**config.mk**
```make
export PLATFORM = sky130hd
export DESIGN_NAME = rx_cmd_decoder
export DESIGN_NICKNAME = d
export VERILOG_FILES = /design/src/rtl/rx_cmd_decoder.sv
export SDC_FILE = /design/constraint.sdc
export NUM_CORES = 1
export LEC_CHECK = 0
export CORE_MARGIN = 5
export CORE_UTILIZATION = 29
export DETAILED_ROUTE_END_ITERATION = 8
export PLACE_DENSITY_LB_ADDON = 0.3
export SYNTH_ARGS = -nofsm -noshare
export SYNTH_HDL_FRONTEND = slang
export SYNTH_SLANG_ARGS = --single-unit
```
**constraint.sdc**
```tcl
create_clock -name CLK -period 4.5 [get_ports CLK]
set_clock_uncertainty 0.2 [all_clocks]
set_input_delay 0.675 -clock CLK [delete_from_list [all_inputs] [get_ports CLK]]
set_output_delay 0.675 -clock CLK [all_outputs]
set_load 0.005 [all_outputs]
```
**src/rtl/rx_cmd_decoder.sv**
```systemverilog
// rx_cmd_decoder
// Turns the UART receiver's byte stream into register-file and ALU control
// pulses. Frames: AA addr data (write), BB addr (read), CC op0..opN-1 fun
// (load operands then execute), DD fun (execute), EE addr count data..
// (burst write). A frame that stalls for TIMEOUT_CYCLES idle cycles, or a
// burst with count 0, is aborted with a one-cycle frame_err pulse.
//
// Ports:
//   CLK              system clock, rising edge
//   Reset            asynchronous active-low reset
//   Rx_P_Data        received byte, qualified by RxValid
//   RxValid          one-cycle data strobe
//   Reg_File_Adress  register-file address, held between strobes
//   WrEN / WrData    write strobe and data (data 0 when not writing)
//   RdEN             read strobe
//   ALU_EN / ALU_FUN ALU execute strobe and function (fun 0 when idle)
//   CLK_GATE_EN      ALU clock-gate enable, same timing as ALU_EN
//   frame_err        one-cycle pulse when a frame is aborted
//   busy             high while a frame is in progress
module rx_cmd_decoder #(
    parameter int DATA_WIDTH     = 8,
    parameter int RF_DEPTH       = 16,
    parameter int NUM_OPERANDS   = 2,
    parameter int TIMEOUT_CYCLES = 1023
) (
    input  logic                        CLK,
    input  logic                        Reset,
    input  logic [DATA_WIDTH-1:0]       Rx_P_Data,
    input  logic                        RxValid,
    output logic [$clog2(RF_DEPTH)-1:0] Reg_File_Adress,
    output logic                        WrEN,
    output logic                        RdEN,
    output logic [DATA_WIDTH-1:0]       WrData,
    output logic                        ALU_EN,
    output logic [3:0]                  ALU_FUN,
    output logic                        CLK_GATE_EN,
    output logic                        frame_err,
    output logic                        busy
);
    localparam int AW = $clog2(RF_DEPTH);
    localparam int OW = $clog2(NUM_OPERANDS + 1);
    localparam int TW = (TIMEOUT_CYCLES > 0) ? $clog2(TIMEOUT_CYCLES + 1) : 1;
    localparam logic [OW-1:0] OP_LAST  = OW'(NUM_OPERANDS - 1);
    localparam logic [TW-1:0] TMO_LAST = (TIMEOUT_CYCLES > 0) ? TW'(TIMEOUT_CYCLES - 1) : '0;

    typedef enum logic [3:0] {
        IDLE, WR_ADDR, WR_DATA, RD_ADDR, OPERAND, FUN, BR_ADDR, BR_CNT, BR_DATA
    } state_t;

    state_t                 state_reg, state_next;
    logic [AW-1:0]          addr_reg, addr_next;
    logic [OW-1:0]          op_cnt_reg, op_cnt_next;
    logic [7:0]             burst_cnt_reg, burst_cnt_next;
    logic [TW-1:0]          tmo_cnt_reg, tmo_cnt_next;

    logic [AW-1:0]          rf_addr_reg, rf_addr_next;
    logic                   wr_en_reg, wr_en_next;
    logic                   rd_en_reg, rd_en_next;
    logic [DATA_WIDTH-1:0]  wr_data_reg, wr_data_next;
    logic                   alu_en_reg, alu_en_next;
    logic [3:0]             alu_fun_reg, alu_fun_next;
    logic                   frame_err_reg, frame_err_next;
    logic                   busy_reg, busy_next;

    always_ff @(posedge CLK or negedge Reset) begin
        if (!Reset) begin
            state_reg     <= IDLE;
            addr_reg      <= '0;
            op_cnt_reg    <= '0;
            burst_cnt_reg <= '0;
            tmo_cnt_reg   <= '0;
            rf_addr_reg   <= '0;
            wr_en_reg     <= 1'b0;
            rd_en_reg     <= 1'b0;
            wr_data_reg   <= '0;
            alu_en_reg    <= 1'b0;
            alu_fun_reg   <= '0;
            frame_err_reg <= 1'b0;
            busy_reg      <= 1'b0;
        end else begin
            state_reg     <= state_next;
            addr_reg      <= addr_next;
            op_cnt_reg    <= op_cnt_next;
            burst_cnt_reg <= burst_cnt_next;
            tmo_cnt_reg   <= tmo_cnt_next;
            rf_addr_reg   <= rf_addr_next;
            wr_en_reg     <= wr_en_next;
            rd_en_reg     <= rd_en_next;
            wr_data_reg   <= wr_data_next;
            alu_en_reg    <= alu_en_next;
            alu_fun_reg   <= alu_fun_next;
            frame_err_reg <= frame_err_next;
            busy_reg      <= busy_next;
        end
    end

    always_comb begin
        state_next     = state_reg;
        addr_next      = addr_reg;
        op_cnt_next    = op_cnt_reg;
        burst_cnt_next = burst_cnt_reg;
        tmo_cnt_next   = '0;
        rf_addr_next   = rf_addr_reg;
        wr_en_next     = 1'b0;
        rd_en_next     = 1'b0;
        wr_data_next   = '0;
        alu_en_next    = 1'b0;
        alu_fun_next   = '0;
        frame_err_next = 1'b0;

        if (RxValid) begin
            // An accepted byte always restarts the idle window, so a byte
            // landing on the last allowed cycle beats the timeout.
            unique case (state_reg)
                IDLE: begin
                    case (Rx_P_Data[7:0])
                        8'hAA: state_next = WR_ADDR;
                        8'hBB: state_next = RD_ADDR;
                        8'hCC: begin
                            state_next  = OPERAND;
                            op_cnt_next = '0;
                        end
                        8'hDD: state_next = FUN;
                        8'hEE: state_next = BR_ADDR;
                        default: state_next = IDLE;
                    endcase
                end
                WR_ADDR: begin
                    addr_next  = Rx_P_Data[AW-1:0];
                    state_next = WR_DATA;
                end
                WR_DATA: begin
                    wr_en_next   = 1'b1;
                    rf_addr_next = addr_reg;
                    wr_data_next = Rx_P_Data;
                    state_next   = IDLE;
                end
                RD_ADDR: begin
                    rd_en_next   = 1'b1;
                    rf_addr_next = Rx_P_Data[AW-1:0];
                    state_next   = IDLE;
                end
                OPERAND: begin
                    wr_en_next   = 1'b1;
                    rf_addr_next = AW'(op_cnt_reg);
                    wr_data_next = Rx_P_Data;
                    if (op_cnt_reg == OP_LAST) begin
                        state_next  = FUN;
                        op_cnt_next = '0;
                    end else begin
                        op_cnt_next = op_cnt_reg + 1'b1;
                    end
                end
                FUN: begin
                    alu_en_next  = 1'b1;
                    alu_fun_next = Rx_P_Data[3:0];
                    state_next   = IDLE;
                end
                BR_ADDR: begin
                    addr_next  = Rx_P_Data[AW-1:0];
                    state_next = BR_CNT;
                end
                BR_CNT: begin
                    burst_cnt_next = Rx_P_Data[7:0];
                    if (Rx_P_Data[7:0] == 8'd0) begin
                        frame_err_next = 1'b1;
                        state_next     = IDLE;
                    end else begin
                        state_next = BR_DATA;
                    end
                end
                BR_DATA: begin
                    wr_en_next     = 1'b1;
                    rf_addr_next   = addr_reg;
                    wr_data_next   = Rx_P_Data;
                    // AW-bit add wraps RF_DEPTH-1 back to 0
                    addr_next      = addr_reg + 1'b1;
                    burst_cnt_next = burst_cnt_reg - 1'b1;
                    if (burst_cnt_reg == 8'd1) state_next = IDLE;
                end
                default: state_next = IDLE;
            endcase
        end else if (state_reg != IDLE && TIMEOUT_CYCLES > 0) begin
            if (tmo_cnt_reg == TMO_LAST) begin
                frame_err_next = 1'b1;
                state_next     = IDLE;
                op_cnt_next    = '0;
                burst_cnt_next = '0;
            end else begin
                tmo_cnt_next = tmo_cnt_reg + 1'b1;
            end
        end

        busy_next = (state_next != IDLE);
    end

    assign Reg_File_Adress = rf_addr_reg;
    assign WrEN            = wr_en_reg;
    assign RdEN            = rd_en_reg;
    assign WrData          = wr_data_reg;
    assign ALU_EN          = alu_en_reg;
    assign ALU_FUN         = alu_fun_reg;
    assign CLK_GATE_EN     = alu_en_reg;
    assign frame_err       = frame_err_reg;
    assign busy            = busy_reg;
endmodule
```
After elaboration in Yosys (flattened, before gate mapping)
Index checks and enable logic that the tools add are counted.
{"block": "totals", "inputBits": 11, "output_inout_bits": 22, "reg_bits": 49}
{"block": "classes", "n_eq_ne": 19, "n_reduce_logical": 15, "n_mux": 38, "n_addsub": 4}
{"cell": "8-bit == test (second input constant)", "n": 5}
{"cell": "8-bit two-way mux", "n": 5}
{"cell": "4-bit two-way mux", "n": 8}
{"cell": "10-bit two-way mux", "n": 3}
{"cell": "4-bit one-hot mux with 6 select lines", "n": 1}
{"cell": "4-bit by 3-bit == test with 1-bit output (second input constant)", "n": 4}
{"cell": "8-bit one-hot mux with 2 select lines", "n": 1}
{"cell": "3-bit one-hot mux with 5 select lines", "n": 1}
{"cell": "4-bit one-hot mux with 3 select lines", "n": 1}
{"cell": "1-bit two-way mux", "n": 11}
{"cell": "10-bit by 1-bit adder with 10-bit output (second input constant)", "n": 1}
{"cell": "10-bit == test (second input constant)", "n": 1}
{"cell": "2-bit two-way mux", "n": 5}
{"cell": "4-bit by 2-bit == test with 1-bit output (second input constant)", "n": 2}
{"cell": "8-bit by 1-bit == test with 1-bit output (second input constant)", "n": 1}
{"cell": "8-bit logical NOT", "n": 1}
{"cell": "4-bit one-hot mux with 2 select lines", "n": 1}
{"cell": "4-bit nonzero test", "n": 2}
{"cell": "8-bit by 1-bit subtractor with 8-bit output (second input constant)", "n": 1}
{"cell": "3-bit by 1-bit != test with 1-bit output (second input constant)", "n": 2}
{"cell": "2-bit nonzero test", "n": 3}
{"cell": "4-bit by 1-bit adder with 4-bit output (second input constant)", "n": 1}
{"cell": "4-bit by 1-bit == test with 1-bit output (second input constant)", "n": 1}
{"cell": "4-bit == test (second input constant)", "n": 1}
{"cell": "other kinds (11)", "n": 13}

Depth between registers and ports, before layout
Gate-level depths: netlist of the first run.
{"block": "logic_depth", "ltp_word": 5, "mapped_depth": 8}

Least setup slack after synthesis of the first run
Ideal clock, no wire load.
{"block": "synth_path", "path_type": "in2reg", "from": "in Rx_P_Data[0]", "to": "reg busy_reg (netlist: busy)", "t_arrival_ps": 2150, "setup_slack_ps": 2018, "setup_time_ps": 131, "stages": 6, "path_cell_list": "buf_6 > or4_4 > o41ai_2 > a211oi_1 > a221o_1 > or3_1"}
{"block": "synth_via", "elab_chain_cells": 5, "word_cells_on_any_way": 11, "cone_classes": "eq/ne (5); mux (4); reduce/logical (2)"}
{"item": "from (decl)", "line": "28", "source": "input logic [DATA_WIDTH-1:0] Rx_P_Data,"}
{"item": "8-bit == test / 8-bit logical NOT (equally long branches)", "line": "116, 165"}
{"item": "3-bit one-hot mux with 5 select lines / 4-bit two-way mux (equally long branches)", "line": "116, 165"}
{"item": "4-bit one-hot mux with 6 select lines (*)", "line": "114", "source": "unique case (state_reg)"}
{"item": "4-bit two-way mux (*)", "line": "111", "source": "if (RxValid) begin"}
{"item": "4-bit nonzero test (*)", "line": "194", "source": "busy_next = (state_next != IDLE);"}
{"item": "named net busy_next", "line": "63", "source": "logic busy_reg, busy_next;"}
{"item": "to (signal assigned)", "line": "93", "source": "busy_reg <= busy_next;"}
{"item": "to (decl)", "line": "63"}
The timed path passes the listed nets; every way through them passes the cells marked *.
A chain may end at the register's enable or synchronous reset.

Worst setup path after layout of the first run
Ends and elaborated chain as after synthesis.

==> results of run 1 <==
==> worst reg2reg max path, cell delays in order, from the launching register on <==
cell      delay (ps)
dfrtp_1          540
or4b_1           850
a41o_1           340
a211oi_1         310
a221o_1          160
or3_1             90
==> per-layer routing <==
layer | global-route usage, % | share of wire [%] | wire, µm
met3 | 2.359 | 4.0 | 235
met5 | 0 | 0 | 0
met1 | 14.40 | 46 | 2655
met2 | 18.85 | 49 | 2884
met4 | 3.053 | 0.98 | 57
==> how the worst max path moves through the flow <==
| stage | start | to | slack (ps) |
|---|---|---|---|
| 6_report | Rx_P_Data[0] | busy$_DFF_PN0_ | 1640 |
| 5_1_grt | Rx_P_Data[0] | busy$_DFF_PN0_ | 1590 |
| 4_1_cts | Rx_P_Data[0] | busy$_DFF_PN0_ | 1680 |
| 3_5_place_dp | Rx_P_Data[0] | busy$_DFF_PN0_ | 1360 |
| 3_3_place_gp | Rx_P_Data[0] | busy$_DFF_PN0_ | 1370 |
| 2_1_floorplan | Rx_P_Data[0] | busy$_DFF_PN0_ | 2020 |
==> cell type report <==
class,instances,area [µm²],area share (%)
clock buffer,5,68.82,2.246
inverter,10,37.54,1.225
timing repair buffer,34,330.3,10.78
sequential,49,1226,40.02
tap,108,135.1,4.410
clock inverter,3,28.78,0.9392
multi-input combinational,198,1237,40.38
==> per-stage QoR <==
step / worst slack [ps] / hold WS [ps] / std cells
6_report: 1645 / 263.1 / 407
5_1_grt: 1586 / 333.8 / 407
4_1_cts: 1676 / 289.8 / 407
3_5_place_dp: 1357 / 287.5 / 399
3_3_place_gp: 1371 / 285.2 / 399
2_1_floorplan: 2018 / 179.4 / 270
==> layout by cell type, fill, tap and decap left out, types with 2 or more instances in the layout <==
master and n:
o21ai_0 8, a31oi_1 5, o21ai_1 11, and2_2 2, xnor2_1 7, inv_1 10, or4_1 2, buf_4 2
xor2_1 3, and2_1 15, a211oi_1 2, mux2_1 3, nor3b_1 2, o22ai_1 4, and3_1 2, or4b_1 3
nand3b_1 2, dfrtp_1 49, a22o_1 4, clkdlybuf4s50_1 31, nand2_1 25, o21a_1 2, a22oi_1 2, or2_2 3
a221o_1 2, clkbuf_8 5, nor2_1 29, nand4_1 2, mux2i_1 3, nor4b_1 3, or3_1 4, a21oi_1 11
nand3_1 7, nor3_1 7, ha_1 5
==> logic make-up (layout without fill, tap and decap cells) <==
| group | count (synthesis) | in the layout | synth area share [%] |
|---|---|---|---|
| XOR/XNOR | 10 | 10 | 3.415 |
| AND/OR/NAND/NOR | 116 | 116 | 24.34 |
| multiplexers | 6 | 6 | 2.488 |
| buffers and inverters | 23 | 52 | 3.951 |
| adder cells (fa/ha/maj) | 5 | 5 | 2.439 |
| flip-flops | 49 | 49 | 47.81 |
| AO/OA/AOI/OAI | 61 | 61 | 15.56 |
==> power by group through the flow <==
stage	logic, mW	registers [mW]	clock network (mW)
6_report	0.317	0.585	0.279
5_1_grt	0.358	0.599	0.310
4_1_cts	0.322	0.586	0.294
3_5_place_dp	0.320	0.595	0
3_3_place_gp	0.319	0.593	0
2_1_floorplan	0.200	0.569	0
==> impl_metrics.toml, run 1 <==
[run_status]
status = "finished clean"

[placed_design]
dpl-instance-area_mm2 = 0.002967
port_buffers = 32
gp_congestion = 0.8657
dpl.hpwl_um = 4142

[logic_synthesis]
yosys-top-cells-count = "dfrtp_1, nor2_1, nand2_1"
post_synth_num_cell_types = 56
yosys.area.top_type = "dfrtp_1"
synth_top_cell_area_share_pct = 47.80
synth-seq-cells = 49
syn_avg_cell_area_um2 = 9.500
synth_warnings = 0
seq_area_frac_synth_pct = 47.80
syn_inst = 270
yosysMostFrequentCell = "dfrtp_1"
ys.flop_type = "dfrtp_1"
synthArstFlopShare_pct = 100.0
synth_area_leaders = "dfrtp_1, nor2_1, and2_1"
synth_fp_nets = 286
synth-edff-count = 0
syn-cell-area_mm2 = 0.002565

[timing]
hold_viol = 0
setup-violations-final = 0
relSlewSlack_pct = 48.49
fin_crit_ps = 2855
setup_tns_ps = 0
maxSlewViolCount = 0
rsz0062_at_grt = "false"
fmax_mhz = 350.2
worstMarginPinSlew_ps = 761.9
period_share_pct = 63.45

[die]
placementRows = 34
fp.dieArea_mm2 = 0.01083
start_util_pct = 29.56
dieWidth_um = 104.0
io_pins = 33
coreArea_mm2 = 0.008678
die_h_um = 104.0

[critical_path]
cp_num_buf_inv = 1
reg2reg_depth = 5
slowest_stage = "clkdlybuf4s50_1"
reg2reg_to = "busy$_DFF_PN0_"
critPathRequiredTime_ps = 4480
startpoint_type = "input port"
cp.depth = 6
reg2reg_slack_ps = 1960
cp.arrival_ps = 2840
path_delay_family = "simple AND/OR/NAND/NOR gates"
critical_path.max_stage_delay_ps = 620
criticalPathCategory = "in2reg"
r2r-start = "state_reg[2]$_DFF_PN0_"
crit_fanout = 10
worstPathCellList = "clkdlybuf4s50_1 > or4_4 > o41ai_2 > a211oi_1 > a221o_1 > or3_1"
cp-end-kind = "flop"

[grt]
grt_pass1_vias = 2047
grt.total_usage_pct = 11.16
grt-ovfl-total = 0
grt_pass1_wl_um = 10140
antenna_found_initial = 0
grt_max_degree = 50

[clocking]
root_buffer = "clkbuf_8"
cts.repair.resized = 0
cts_buffers = 5
cts.path.max_buffers = 2
clkLatencyLatePin_ps = 310
ctsHoldBuffers = 0
cts_max_level = 2
cts_tree = "yes"
clk_pin_slew_ps = 110
clock_sinks = 49
postCtsSetupBuffers = 0

[layout]
largest_reg_flops = 10
utilization_pct = 35.31
n_fill_cell = 903
drive_gt1_share_pct = 7.692
area_growth_pct = 19.46
diodes = 0
final_net_count = 314
finalInstanceArea_mm2 = 0.003064

[power]
p_leak_nw = 1.288
pwr-share-seq_pct = 49.6
p_sw_mw = 0.3882
power_density_mw_per_mm2 = 385.3
vdd_drop_max_mv = 0.1484
finalPower_mw = 1.181
switching_share_pct = 32.88
intPower_mw = 0.7925
combPwrFrac_pct = 26.8
power.clock.fraction_pct = 23.6

[routing]
firstDrtPassIters = 5
drtAntennaViolNets = 0
vias_per_cell = 5.059
wl_per_cell_um = 14.33
drt_iter0_markers = 69
via_count = 2059
drt-total-wl_um = 5832
route.detailed.drc = 0

[hold_path]
min_path_type = "in2async"

[job]
maxCapViolCount = 0
No activity file was read; power rests on OpenSTA's default activity.
==> inputs of run 2 (changes only) <==
==> constraint.sdc (replaced) <==
create_clock -name CLK -period 2.5 [get_ports CLK]
set_clock_uncertainty 0.2 [all_clocks]
set_input_delay 0.375 -clock CLK [delete_from_list [all_inputs] [get_ports CLK]]
set_output_delay 0.375 -clock CLK [all_outputs]
set_load 0.005 [all_outputs]
==> run 2 against run 1 <==
Flip-flop and latch count unchanged. Worst hold slack improved by 39 ps. Non-clock buffer count is 23 higher. Clock-buffer cell count is 1 higher. Critical endpoint unchanged.
==> impl_metrics.toml, run 2 (same netlist as run 1, synthesis figures left out) <==
[layout]
stdcell_count = 430
seqCellArea_mm2 = 0.001226
final_common_cell = "dfrtp_1"
utilization_pct = 37.59
largest_reg_flops = 10
multiInputGateArea_mm2 = 0.001237
final_cell_mix = "dfrtp_1, clkdlybuf4s50_1, nor2_1"
drive_gt1_share_pct = 13.98
diodes = 0
n_fill_cell = 883
final_net_count = 337
area_growth_pct = 27.17

[job]
maxCapViolCount = 0

[grt]
grt_pass1_vias = 2123
antenna_found_initial = 0
grt_max_degree = 50
grt.total_usage_pct = 11.58
grt_pass1_wl_um = 10450
grt-ovfl-total = 0

[critical_path]
critical_path.max_stage_delay_ps = 570
worstPathCellList = "clkdlybuf4s50_1 > or4_4 > o41ai_2 > a211oi_1 > a221o_1 > or3_1"
slowest_stage = "or4_4"
critPathRequiredTime_ps = 2480
cp_num_buf_inv = 1
r2r-start = "tmo_cnt_reg[0]$_DFF_PN0_"
crit_start = "Rx_P_Data[1]"
cp.arrival_ps = 2350
cp-end-kind = "flop"
worstSetupEndpoint = "busy$_DFF_PN0_"
startpoint_type = "input port"
criticalPathCategory = "in2reg"
cp.depth = 6
reg2reg_to = "busy$_DFF_PN0_"
crit_fanout = 2
path_delay_family = "simple AND/OR/NAND/NOR gates"
reg2reg_depth = 7
reg2reg_slack_ps = 250

[timing]
worstMarginPinSlew_ps = 609.0
maxSlewViolCount = 0
fin_crit_ps = 2370
hold_viol = 0
whs_ps = 302.3
fmax_mhz = 422.0
relSlewSlack_pct = 59.40
rsz0062_at_grt = "false"
setup-violations-final = 0
period_share_pct = 94.79

[clocking]
clk_pin_slew_ps = 90
cts.path.max_buffers = 2
ctsHoldBuffers = 1
cts.repair.resized = 0
cts_max_level = 2
root_buffer = "clkbuf_8"
clock_sinks = 49
clkLatencyLatePin_ps = 300
cts_tree = "yes"
postCtsSetupBuffers = 0
cts_buffers = 5

[placed_design]
dpl.hpwl_um = 4529
port_buffers = 32
gp_congestion = 0.7828
dp_cells = 421

[routing]
wl_per_cell_um = 13.85
vias_per_cell = 4.951
drt-total-wl_um = 5955
drt_iter0_markers = 97
firstDrtPassIters = 4
via_count = 2129
drtAntennaViolNets = 0
route.detailed.drc = 0

[die]
coreArea_mm2 = 0.008678
start_util_pct = 29.56
io_pins = 33
fp.dieArea_mm2 = 0.01083
placementRows = 34
die_h_um = 104.0
dieWidth_um = 104.0

[power]
power_density_mw_per_mm2 = 692.8
p_leak_nw = 1.407
switching_share_pct = 29.84
intPower_mw = 1.585
vdd_drop_max_mv = 0.2758
finalPower_mw = 2.260
combPwrFrac_pct = 28.9
p_sw_mw = 0.6744
power.clock.fraction_pct = 26.0
pwr-share-seq_pct = 45.1

[hold_path]
min_path_type = "reg2reg"

[run_status]
status = "finished clean"
-- run 2: changes by cell type in the layout (fill, tap and decap cells not counted) --
cell / before / now
inv_6: 1 / 0
clkinv_4: 1 / 0
clkinvlp_4: 0 / 1
buf_4: 2 / 24
inv_8: 1 / 0
dlygate4sd3_1: 0 / 1
clkbuf_8: 5 / 6
bufinv_16: 0 / 1
-- run 2: worst min-delay path by stage --
stage	start	end	slack [ps]	depth (start not counted)
finish	Reg_File_Adress[3]$_DFFE_PN0P_	Reg_File_Adress[3]$_DFFE_PN0P_	300	1
global route	Reg_File_Adress[2]$_DFFE_PN0P_	Reg_File_Adress[2]$_DFFE_PN0P_	320	1
floorplan	Reset	ALU_EN$_DFF_PN0_	-120	0
global placement	Reg_File_Adress[3]$_DFFE_PN0P_	Reg_File_Adress[3]$_DFFE_PN0P_	270	1
detailed placement	Reg_File_Adress[2]$_DFFE_PN0P_	Reg_File_Adress[2]$_DFFE_PN0P_	290	1
CTS	Reg_File_Adress[2]$_DFFE_PN0P_	Reg_File_Adress[2]$_DFFE_PN0P_	310	1
-- run 2: layout make-up --
| cell class | instances | area share [%] |
|---|---|---|
| inverters | 10 | 1.151 |
| multi-input cells | 198 | 37.94 |
| clock buffers | 6 | 2.532 |
| repair buffers | 57 | 15.50 |
| well taps | 108 | 4.143 |
| flip-flops and latches | 49 | 37.59 |
| clock inverters | 2 | 1.151 |
-- run 2: metal layers --
metal / share of wire [%] / GRT usage (%)
met5: 0 / 0
met4: 1.3 / 3.423
met3: 4.3 / 2.545
met2: 48 / 18.90
met1: 47 / 15.37
-- run 2: stage by stage --
| stage | TNS, ps | area [µm²] | setup slack [ps] |
|---|---|---|---|
| after global placement | -158.5 | 3132 | -158.5 |
| after detailed placement | -175.7 | 3132 | -175.7 |
| after CTS | 0 | 3262 | 134.1 |
| after floorplan | 0 | 2565 | 318.3 |
| after global routing | 0 | 3262 | 52.89 |
| final | 0 | 3262 | 130.3 |
-- run 2: power groups by stage --
| stage | clock [mW] | combinational (mW) | sequential, mW |
|---|---|---|---|
| detailed placement | 0 | 0.658 | 1.04 |
| floorplan | 0 | 0.360 | 1.02 |
| global route | 0.643 | 0.742 | 1.04 |
| global placement | 0 | 0.649 | 1.03 |
| finish | 0.587 | 0.653 | 1.02 |
| CTS | 0.611 | 0.661 | 1.02 |
